<file path="config.mk">
export PLATFORM = sky130hd
export DESIGN_NAME = controller
export DESIGN_NICKNAME = d
export VERILOG_FILES = /design/src/rtl/controller.sv
export SDC_FILE = /design/constraint.sdc
export NUM_CORES = 1
export LEC_CHECK = 0
export ABC_AREA = 0
export CAP_MARGIN = 20
export CORE_UTILIZATION = 34
export CTS_BUF_LIST = sky130_fd_sc_hd__clkbuf_2
export CTS_CLUSTER_SIZE = 28
export DETAILED_ROUTE_END_ITERATION = 7
export PLACE_DENSITY_LB_ADDON = 0.2
export SYNTH_ARGS = -nofsm -noshare
export SYNTH_HDL_FRONTEND = slang
export SYNTH_SLANG_ARGS = --single-unit
</file>
<file path="constraint.sdc">
create_clock -name clk -period 1.95 [get_ports clk]
set_clock_uncertainty 0.05 [all_clocks]
set_input_delay 0.39 -clock clk [delete_from_list [all_inputs] [get_ports clk]]
set_output_delay 0.39 -clock clk [all_outputs]
set_load 0.02 [all_outputs]
</file>
<file path="src/rtl/controller.sv">
// Multicycle MIPS-subset control FSM: FETCH/DECODE/EXE/MEM/WB.
// In: clk, rst_n, op, funct, zero. Out: write enables, mux selects, state.
module controller (
  input  logic       clk,
  input  logic       rst_n,
  input  logic [5:0] op,
  input  logic [5:0] funct,
  input  logic       zero,
  output logic       pc_wr,
  output logic       ir_wr,
  output logic       reg_wr,
  output logic       mem_wr,
  output logic [1:0] npc_sel,
  output logic [1:0] ext_op,
  output logic [2:0] alu_op,
  output logic       alu_src_b,
  output logic [1:0] reg_dst,
  output logic [1:0] wd_sel,
  output logic [2:0] state
);

  typedef enum logic [2:0] {
    FETCH  = 3'd0,
    DECODE = 3'd1,
    EXE    = 3'd2,
    MEM    = 3'd3,
    WB     = 3'd4
  } state_t;

  state_t cur;

  logic r_type;
  logic is_addu, is_subu, is_slt, is_jr;
  logic is_addiu, is_ori, is_lui;
  logic is_lw, is_sw, is_beq, is_j, is_jal;
  logic is_r_alu, is_imm, is_exe;

  assign r_type   = (op == 6'b000000);
  assign is_addu  = r_type && (funct == 6'b100001);
  assign is_subu  = r_type && (funct == 6'b100011);
  assign is_slt   = r_type && (funct == 6'b101010);
  assign is_jr    = r_type && (funct == 6'b001000);
  assign is_addiu = (op == 6'b001001);
  assign is_ori   = (op == 6'b001101);
  assign is_lui   = (op == 6'b001111);
  assign is_lw    = (op == 6'b100011);
  assign is_sw    = (op == 6'b101011);
  assign is_beq   = (op == 6'b000100);
  assign is_j     = (op == 6'b000010);
  assign is_jal   = (op == 6'b000011);

  assign is_r_alu = is_addu | is_subu | is_slt;
  assign is_imm   = is_addiu | is_ori | is_lui;
  assign is_exe   = is_r_alu | is_imm | is_lw | is_sw | is_beq;

  always_ff @(posedge clk or negedge rst_n) begin
    if (!rst_n) begin
      cur <= FETCH;
    end else begin
      unique case (cur)
        FETCH:   cur <= DECODE;
        DECODE:  cur <= is_exe ? EXE : FETCH;
        EXE: begin
          if (is_lw | is_sw)
            cur <= MEM;
          else if (is_r_alu | is_imm)
            cur <= WB;
          else
            cur <= FETCH;
        end
        MEM:     cur <= is_lw ? WB : FETCH;
        WB:      cur <= FETCH;
        default: cur <= FETCH;
      endcase
    end
  end

  logic       pc_c, ir_c, rw_c, mw_c;
  logic [1:0] npc_c, ext_c, rd_c, wd_c;
  logic [2:0] alu_c;
  logic       srcb_c;
  logic       in_dp;

  // EXE, MEM and WB share the datapath setup of the current instruction
  assign in_dp = (cur == EXE) || (cur == MEM) || (cur == WB);

  always_comb begin
    pc_c   = 1'b0;
    ir_c   = 1'b0;
    rw_c   = 1'b0;
    mw_c   = 1'b0;
    npc_c  = 2'b00;
    ext_c  = 2'b00;
    alu_c  = 3'b000;
    srcb_c = 1'b0;
    rd_c   = 2'b00;
    wd_c   = 2'b00;

    if (in_dp) begin
      unique case (1'b1)
        is_subu | is_beq: alu_c = 3'b001;
        is_ori:           alu_c = 3'b010;
        is_slt:           alu_c = 3'b011;
        default:          alu_c = 3'b000;
      endcase
      unique case (1'b1)
        is_addiu | is_lw | is_sw | is_beq: ext_c = 2'b01;
        is_lui:                            ext_c = 2'b10;
        default:                           ext_c = 2'b00;
      endcase
      srcb_c = is_imm | is_lw | is_sw;
    end

    unique case (cur)
      FETCH: begin
        ir_c = 1'b1;
        pc_c = 1'b1;
      end
      DECODE: begin
        unique case (1'b1)
          is_jal: begin
            pc_c  = 1'b1;
            npc_c = 2'b10;
            rw_c  = 1'b1;
            rd_c  = 2'b10;
            wd_c  = 2'b10;
          end
          is_j: begin
            pc_c  = 1'b1;
            npc_c = 2'b10;
          end
          is_jr: begin
            pc_c  = 1'b1;
            npc_c = 2'b11;
          end
          default: ;
        endcase
      end
      EXE: begin
        if (is_beq) begin
          pc_c  = zero;
          npc_c = 2'b01;
        end
      end
      MEM: mw_c = is_sw;
      WB: begin
        rw_c = is_r_alu | is_imm | is_lw;
        rd_c = is_r_alu ? 2'b01 : 2'b00;
        wd_c = is_lw ? 2'b01 : 2'b00;
      end
      default: ;
    endcase
  end

  // FETCH drives enables, so reset must mask them directly
  assign pc_wr     = pc_c & rst_n;
  assign ir_wr     = ir_c & rst_n;
  assign reg_wr    = rw_c & rst_n;
  assign mem_wr    = mw_c & rst_n;
  assign npc_sel   = npc_c;
  assign ext_op    = ext_c;
  assign alu_op    = alu_c;
  assign alu_src_b = srcb_c;
  assign reg_dst   = rd_c;
  assign wd_sel    = wd_c;
  assign state     = cur;

endmodule

</file>
==> results.py, run 1 <==
metrics = {
    "worst_setup_path": {
        "worst-setup-path-type": "input pin to primary output",
        "crit_start": "op[3]",
        "cp-end-kind": "primary output",
        "crit_required_ps": 1510,
        "cp_data_arrival_time_ps": 2030,
        "worst_path_largest_cell_delay_ps": 540,
        "r2r_slack_ps": 560,
        "path_cells": "buf_6 -> or4_4 -> buf_4 -> buf_6 -> nor4_4 -> o21ai_1 -> a21oi_2 -> buf_4",
        "cp-endpoint": "reg_wr",
        "timing.rr.end": "state[1]",
        "r2r_cells": 5,
        "r2r_start": "state[0]",
        "crit_path_max_fanout": 3,
        "crit_slowest_cell": "or4_4",
        "startpoint_type": "input pin",
    },
    "timing": {
        "fin_crit_sh_pct": 127,
        "fmax_mhz": 404,
        "final-setup-viol-count": 14,
        "whs_ps": 574,
        "setup_tns_ps": -2940,
        "fin_crit_ps": 2470,
        "worst_slack_ps": -524,
        "slew_viol_final": 0,
        "hold_violations": 0,
        "grt_setup_unrepaired": "yes",
    },
    "logic_synthesis": {
        "synth.most_common_cell": "nor3_1",
        "synth-seq-cells": 3,
        "seq_area_frac_synth_pct": 13.2,
        "syn-cell-area_um2": 571,
        "syn_area_per_cell_um2": 7.31,
        "synthTopCellsByCount": "8 x nor3_1, 5 x a21oi_1",
        "synth_edf_count": 0,
        "synthDistinctLibCells": 40,
        "synthTopCellsByArea": "dfrtp_1 13%, nor3_1 7.0%, nor4b_1 4.6%, a21oi_1 4.4%, nor3b_1 3.9%",
        "ys.flop_type": "dfrtp_1",
        "synth_top_cell_area_share_pct": 13.2,
        "yosys.area.top_type": "dfrtp_1",
        "synthesis.instances": 78,
        "syn-num-nets": 93,
        "synthArstFlopShare_pct": 100,
        "ys.warnings.count": 0,
    },
    "detailed_routing": {
        "vias": 1163,
        "vias_per_cell": 6.84,
        "drt_pass1_iterations": 6,
        "drc": 0,
        "drtAntennaViolNets": 0,
        "routed_wl_mm": 4.34,
        "avgRoutedWirePerCell_um": 25.6,
        "initialDrtViolationCount": 123,
    },
    "cells_and_area": {
        "fin_util_pct": 95.4,
        "largest_reg_flops": 3,
        "fillers": 40,
        "antenna_cells": 0,
        "finalNonFillerCells": 170,
        "nets": 170,
        "syn_to_final_growth_pct": 158,
        "drive_above_1_share_pct": 71.4,
    },
    "power_and_ir_drop": {
        "ir_worst_vdd_mv": 0.525,
        "leakage_nw": 0.629,
        "p_per_area_nw_per_um2": 506,
    },
    "grt": {
        "grt_antenna_before_repair": 0,
        "track_usage_pct": 31.7,
        "grt_pass1_vias": 993,
        "grt_max_degree": 15,
        "grt-ovfl-total": 0,
        "grt_pass1_wl_mm": 4.47,
    },
    "placed_design": {
        "dp_hpwl_mm": 1.70,
        "place_congestion": 0.783,
        "dp_cells": 153,
        "pre_cts_ws_ps": -1210,
        "io_buffers": 32,
    },
    "die": {
        "coreArea_um2": 1540,
        "die_area_um2": 1850,
        "initial_core_util_pct": 37.0,
        "die_x_um": 43.0,
        "num_io_pins": 34,
        "rows": 14,
        "die_h_um": 43.0,
    },
    "status": {
        "status": "complete, but fails checks",
        "failed_checks": "setup timing",
    },
    "clock_network": {
        "clockBufferDepth": 2,
        "insertion_delay_ps": 220,
        "cts_root_buffer": "clkbuf_2",
        "cts.htree.levels": 1,
        "clk_pin_slew_ps": 60,
        "cts_tree": "done",
        "cts_buffers": 3,
        "clock-sinks": 3,
        "ctsHoldBuffers": 0,
    },
    "flow_run": {
        "drv_cap": 0,
    },
    "hold_path": {
        "min_path_type": "input pin to asynchronous set/reset pin",
    },
}
## through the flow
step	instance area (um2)	power, W
after floorplan	637	0.000275
after global placement	1180	0.000436
after detailed placement	1180	0.000445
after CTS	1320	0.000550
after global routing	1470	0.000755
final	1470	0.000743
## worst max-delay path: cells and delay by family
kind	cells	cell delay [ps]
AOI/OAI and AO/OA	2	340
buffers and inverters	4	530
and+or+nand+nor	2	770
## how the worst min path moves through the flow
stage / start / cells after the start / endpoint / slack, ps
after global placement: state[2] / 2 / state[1] / 520
after floorplan: rst_n / 0 / state[0] / 40
after CTS: state[2] / 2 / state[1] / 540
after global routing: rst_n / 3 / state[0] / 600
final: rst_n / 3 / state[0] / 570
after detailed placement: state[2] / 2 / state[1] / 520
## cells by family (layout without fill, tap and decap cells)
group                     count (synthesis)  in the layout  share of synthesized area [%]
AOI/OAI and AO/OA                        19             19                           24.1
buffers and inverters                     7             83                           7.89
DFF                                       3              3                           13.2
other                                     1              1                          0.657
and+or+nand+nor                          47             47                           52.6
xor gates and xnor gates                  1              1                           1.54
## power by group
group / switching [W] / internal, W
Combinational: 0.000282 / 0.000278
Clock: 0.0000430 / 0.0000543
Sequential: 0.0000108 / 0.0000748
Total: 0.000336 / 0.000407
## routing by layer
metal	up-vias	part of all wire [%]	GRT usage, %
li1	457	-	-
met3	58	12	3.40
met5	-	0	0
met4	0	10	10.9
met2	134	47	59.1
met1	514	31	36.9
## cell type report
cell class	instances	area (um2)	area share, %
Timing Repair Buffer	78	682	46.4
Tap cell	16	20.0	1.36
Multi-Input combinational cell	68	669	45.5
Inverter	1	3.75	0.255
Sequential cell	3	75.1	5.11
Clock buffer	4	20.0	1.36
## layout by cell type (no fill, tap or decap), drive strengths merged
cell           instances
a21o                   2
nand3                  3
a21oi                  5
or3b                   1
or2b                   1
nor4                   4
nand2b                 1
clkdlybuf4s15          2
nor3b                  3
o21ai                  3
o21bai                 1
nand4                  3
o31a                   1
o21a                   1
nor2                   3
conb                   1
and3b                  1
nor3                   8
and2                   2
xnor2                  1
dlygate4sd2            2
inv                    1
or4                    1
a211oi                 3
nand2                  3
a41oi                  1
clkbuf                 6
o31ai                  1
nor4b                  3
buf                   67
nand4b                 2
or2                    3
nor2b                  3
o32a                   1
dfrtp                  3
clkdlybuf4s50          5
or3                    2
## what timing repair did
item,CTS,global route
buffers inserted,5,8
gates resized for setup,135,32
pin swaps,21,13
setup endpoints to repair,18,15
gates cloned,0,0
Power figures use the tool's default switching activity.
==> inputs of run 2 (changes only) <==
--- a/config.mk
+++ b/config.mk
@@ -7,10 +7,11 @@
 export LEC_CHECK = 0
 export ABC_AREA = 0
 export CAP_MARGIN = 20
-export CORE_UTILIZATION = 34
+export CORE_UTILIZATION = 38
 export CTS_BUF_LIST = sky130_fd_sc_hd__clkbuf_2
 export CTS_CLUSTER_SIZE = 28
 export DETAILED_ROUTE_END_ITERATION = 7
+export HOLD_SLACK_MARGIN = 0.06
 export PLACE_DENSITY_LB_ADDON = 0.2
 export SYNTH_ARGS = -nofsm -noshare
 export SYNTH_HDL_FRONTEND = slang
==> constraint.sdc (replaced) <==
create_clock -name clk -period 2.3 [get_ports clk]
set_clock_uncertainty 0.05 [all_clocks]
set_input_delay 0.46 -clock clk [delete_from_list [all_inputs] [get_ports clk]]
set_output_delay 0.46 -clock clk [all_outputs]
set_load 0.02 [all_outputs]
==> run 2 against run 1 <==
Against the previous run: the flow still finishes with violations (setup timing); cell count is 4.7% lower; flip-flop and latch count stayed put; largest cell class is now multi-input gates; global-route usage is 4.8 points higher; sequential share of layout area is 0.62 points higher; routed wire length is 10% lower.
==> results.py, run 2 (same netlist as run 1, synthesis figures left out) <==
metrics = {
    "status": {
        "status": "complete, but fails checks",
        "failed_checks": "setup timing",
    },
    "cells_and_area": {
        "fin_util_pct": 97.0,
        "syn_to_final_growth_pct": 130,
        "nets": 163,
        "antenna_cells": 0,
        "final_common_cell": "buf_4",
        "largest_reg_flops": 3,
        "fillers": 24,
        "finalInstanceArea_um2": 1310,
        "final_cell_mix": "36 x buf_4, 11 x buf_6, 8 x clkbuf_2, 8 x buf_2, 5 x clkdlybuf4s50_1",
        "drive_above_1_share_pct": 61.9,
    },
    "detailed_routing": {
        "vias_per_cell": 6.98,
        "drtAntennaViolNets": 0,
        "avgRoutedWirePerCell_um": 24.1,
        "vias": 1131,
        "drt_pass1_iterations": 4,
        "initialDrtViolationCount": 91,
        "drc": 0,
        "routed_wl_mm": 3.91,
    },
    "grt": {
        "track_usage_pct": 36.5,
        "grt_pass1_vias": 878,
        "grt_antenna_before_repair": 0,
        "grt_max_degree": 15,
        "grt-ovfl-total": 0,
        "grt_pass1_wl_mm": 3.91,
    },
    "worst_setup_path": {
        "r2r_start": "state[1]",
        "worst-setup-path-type": "input pin to primary output",
        "crit_required_ps": 1790,
        "timing.rr.end": "state[1]",
        "path_delay_family": "simple AND/OR/NAND/NOR gates",
        "r2r_slack_ps": 1040,
        "cp_num_buf_inv": 2,
        "r2r_cells": 4,
        "crit_slowest_cell": "or4_4",
        "worst_path_largest_cell_delay_ps": 530,
        "crit_path_max_fanout": 2,
        "path_cells": "buf_6 -> or4_4 -> or2_1 -> o31a_1 -> o31ai_4 -> buf_6",
        "cp-end-kind": "primary output",
        "startpoint_type": "input pin",
        "critPathMostFrequentCell": "buf_6",
        "cp_data_arrival_time_ps": 2040,
    },
    "placed_design": {
        "io_buffers": 32,
        "place_area_um2": 1120,
        "dp_hpwl_mm": 1.66,
        "pre_cts_ws_ps": -1020,
        "place_congestion": 0.812,
    },
    "clock_network": {
        "clockBufferDepth": 2,
        "cts_tree": "done",
        "clk_pin_slew_ps": 50,
        "cts.htree.levels": 1,
        "insertion_delay_ps": 210,
        "clock-sinks": 3,
        "cts_buffers": 3,
        "cts_root_buffer": "clkbuf_2",
    },
    "timing": {
        "fin_crit_sh_pct": 111,
        "worstMarginPinSlew_ps": 555,
        "hold_violations": 0,
        "worst_slack_ps": -254,
        "fmax_mhz": 392,
        "fin_crit_ps": 2550,
        "slew_viol_final": 0,
        "final-setup-viol-count": 9,
        "max_slew_margin_pct": 63.0,
        "grt_setup_unrepaired": "yes",
    },
    "die": {
        "die_area_um2": 1660,
        "initial_core_util_pct": 42.3,
        "die_x_um": 40.8,
        "die_h_um": 40.8,
        "num_io_pins": 34,
        "rows": 13,
        "coreArea_um2": 1350,
    },
    "flow_run": {
        "drv_cap": 0,
    },
    "hold_path": {
        "min_path_type": "input pin to asynchronous set/reset pin",
    },
    "power_and_ir_drop": {
        "power_switching_w": 0.000242,
        "power_frac_clock_pct": 14.7,
        "p_per_area_nw_per_um2": 394,
        "p_int_w": 0.000274,
        "seqPwrFrac_pct": 13.5,
        "total_power_w": 0.000516,
        "leakage_nw": 0.571,
        "switching_share_pct": 47.0,
        "ir_worst_vdd_mv": 0.386,
        "combPwrFrac_pct": 71.8,
    },
}
==> run 2: cell count changes in the layout (fill, tap and decap cells not counted), moves of 2 or more <==
cell            change
nor3_1              +3
nor3_2              -2
clkbuf_2            +2
buf_4               -7
nor4b_4             -2
buf_6               -9
nor4_2              -2
dlygate4sd2_1       +2
buf_2               +5
nor4b_2             +2
dlymetal6s2s_1      +2
==> run 2: worst max path at each step <==
stage          slack, ps  depth (start not counted)  endpoint   from
3_3_place_gp        -980                          6     pc_wr  op[4]
6_report            -250                          6     pc_wr  op[3]
5_1_grt             -310                          6     pc_wr  op[3]
2_1_floorplan        -50                          4     pc_wr  op[4]
3_5_place_dp       -1020                          6     pc_wr  op[4]
4_1_cts             -240                          6     pc_wr  op[3]
==> run 2: per-stage QoR <==
stage | hold WS [ps] | TNS, ps | cells
floorplan | 114 | -122 | 78
global placement | 520 | -10450 | 150
detailed placement | 523 | -10970 | 150
CTS | 469 | -380 | 158
global route | 499 | -1520 | 162
finish | 509 | -771 | 162
==> run 2: per-layer routing <==
| layer | wire [um] | vias to the layer above | part of all wire (%) | track usage, % |
|---|---|---|---|---|
| li1 | - | 439 | - | - |
| met5 | 0 | - | 0 | 0 |
| met2 | 1740 | 138 | 44 | 64.7 |
| met4 | 352 | 0 | 9.0 | 13.3 |
| met3 | 508 | 52 | 13 | 13.6 |
| met1 | 1310 | 502 | 33 | 39.1 |
==> run 2: layout make-up <==
| type | count | area (um2) | share of cell area [%] |
|---|---|---|---|
| inverters | 1 | 3.75 | 0.287 |
| repair buffers | 71 | 579 | 44.2 |
| multi-input cells | 68 | 613 | 46.8 |
| well taps | 15 | 18.8 | 1.43 |
| flip-flops and latches | 3 | 75.1 | 5.73 |
| clock buffers | 4 | 20.0 | 1.53 |
==> run 2: timing repair <==
action	in CTS	in global routing
gates resized for setup	110	31
buffers inserted	4	4
setup endpoints to repair	15	12
hold buffers	0	0
pin swaps	11	12
==> run 2: power by group through the flow <==
| stage | clock network, W | logic [W] | registers (W) |
|---|---|---|---|
| floorplan | 0 | 0.000142 | 0.0000863 |
| global placement | 0 | 0.000295 | 0.0000679 |
| detailed placement | 0 | 0.000302 | 0.0000688 |
| CTS | 0.0000825 | 0.000317 | 0.0000679 |
| global route | 0.0000841 | 0.000385 | 0.0000695 |
| finish | 0.0000759 | 0.000371 | 0.0000696 |
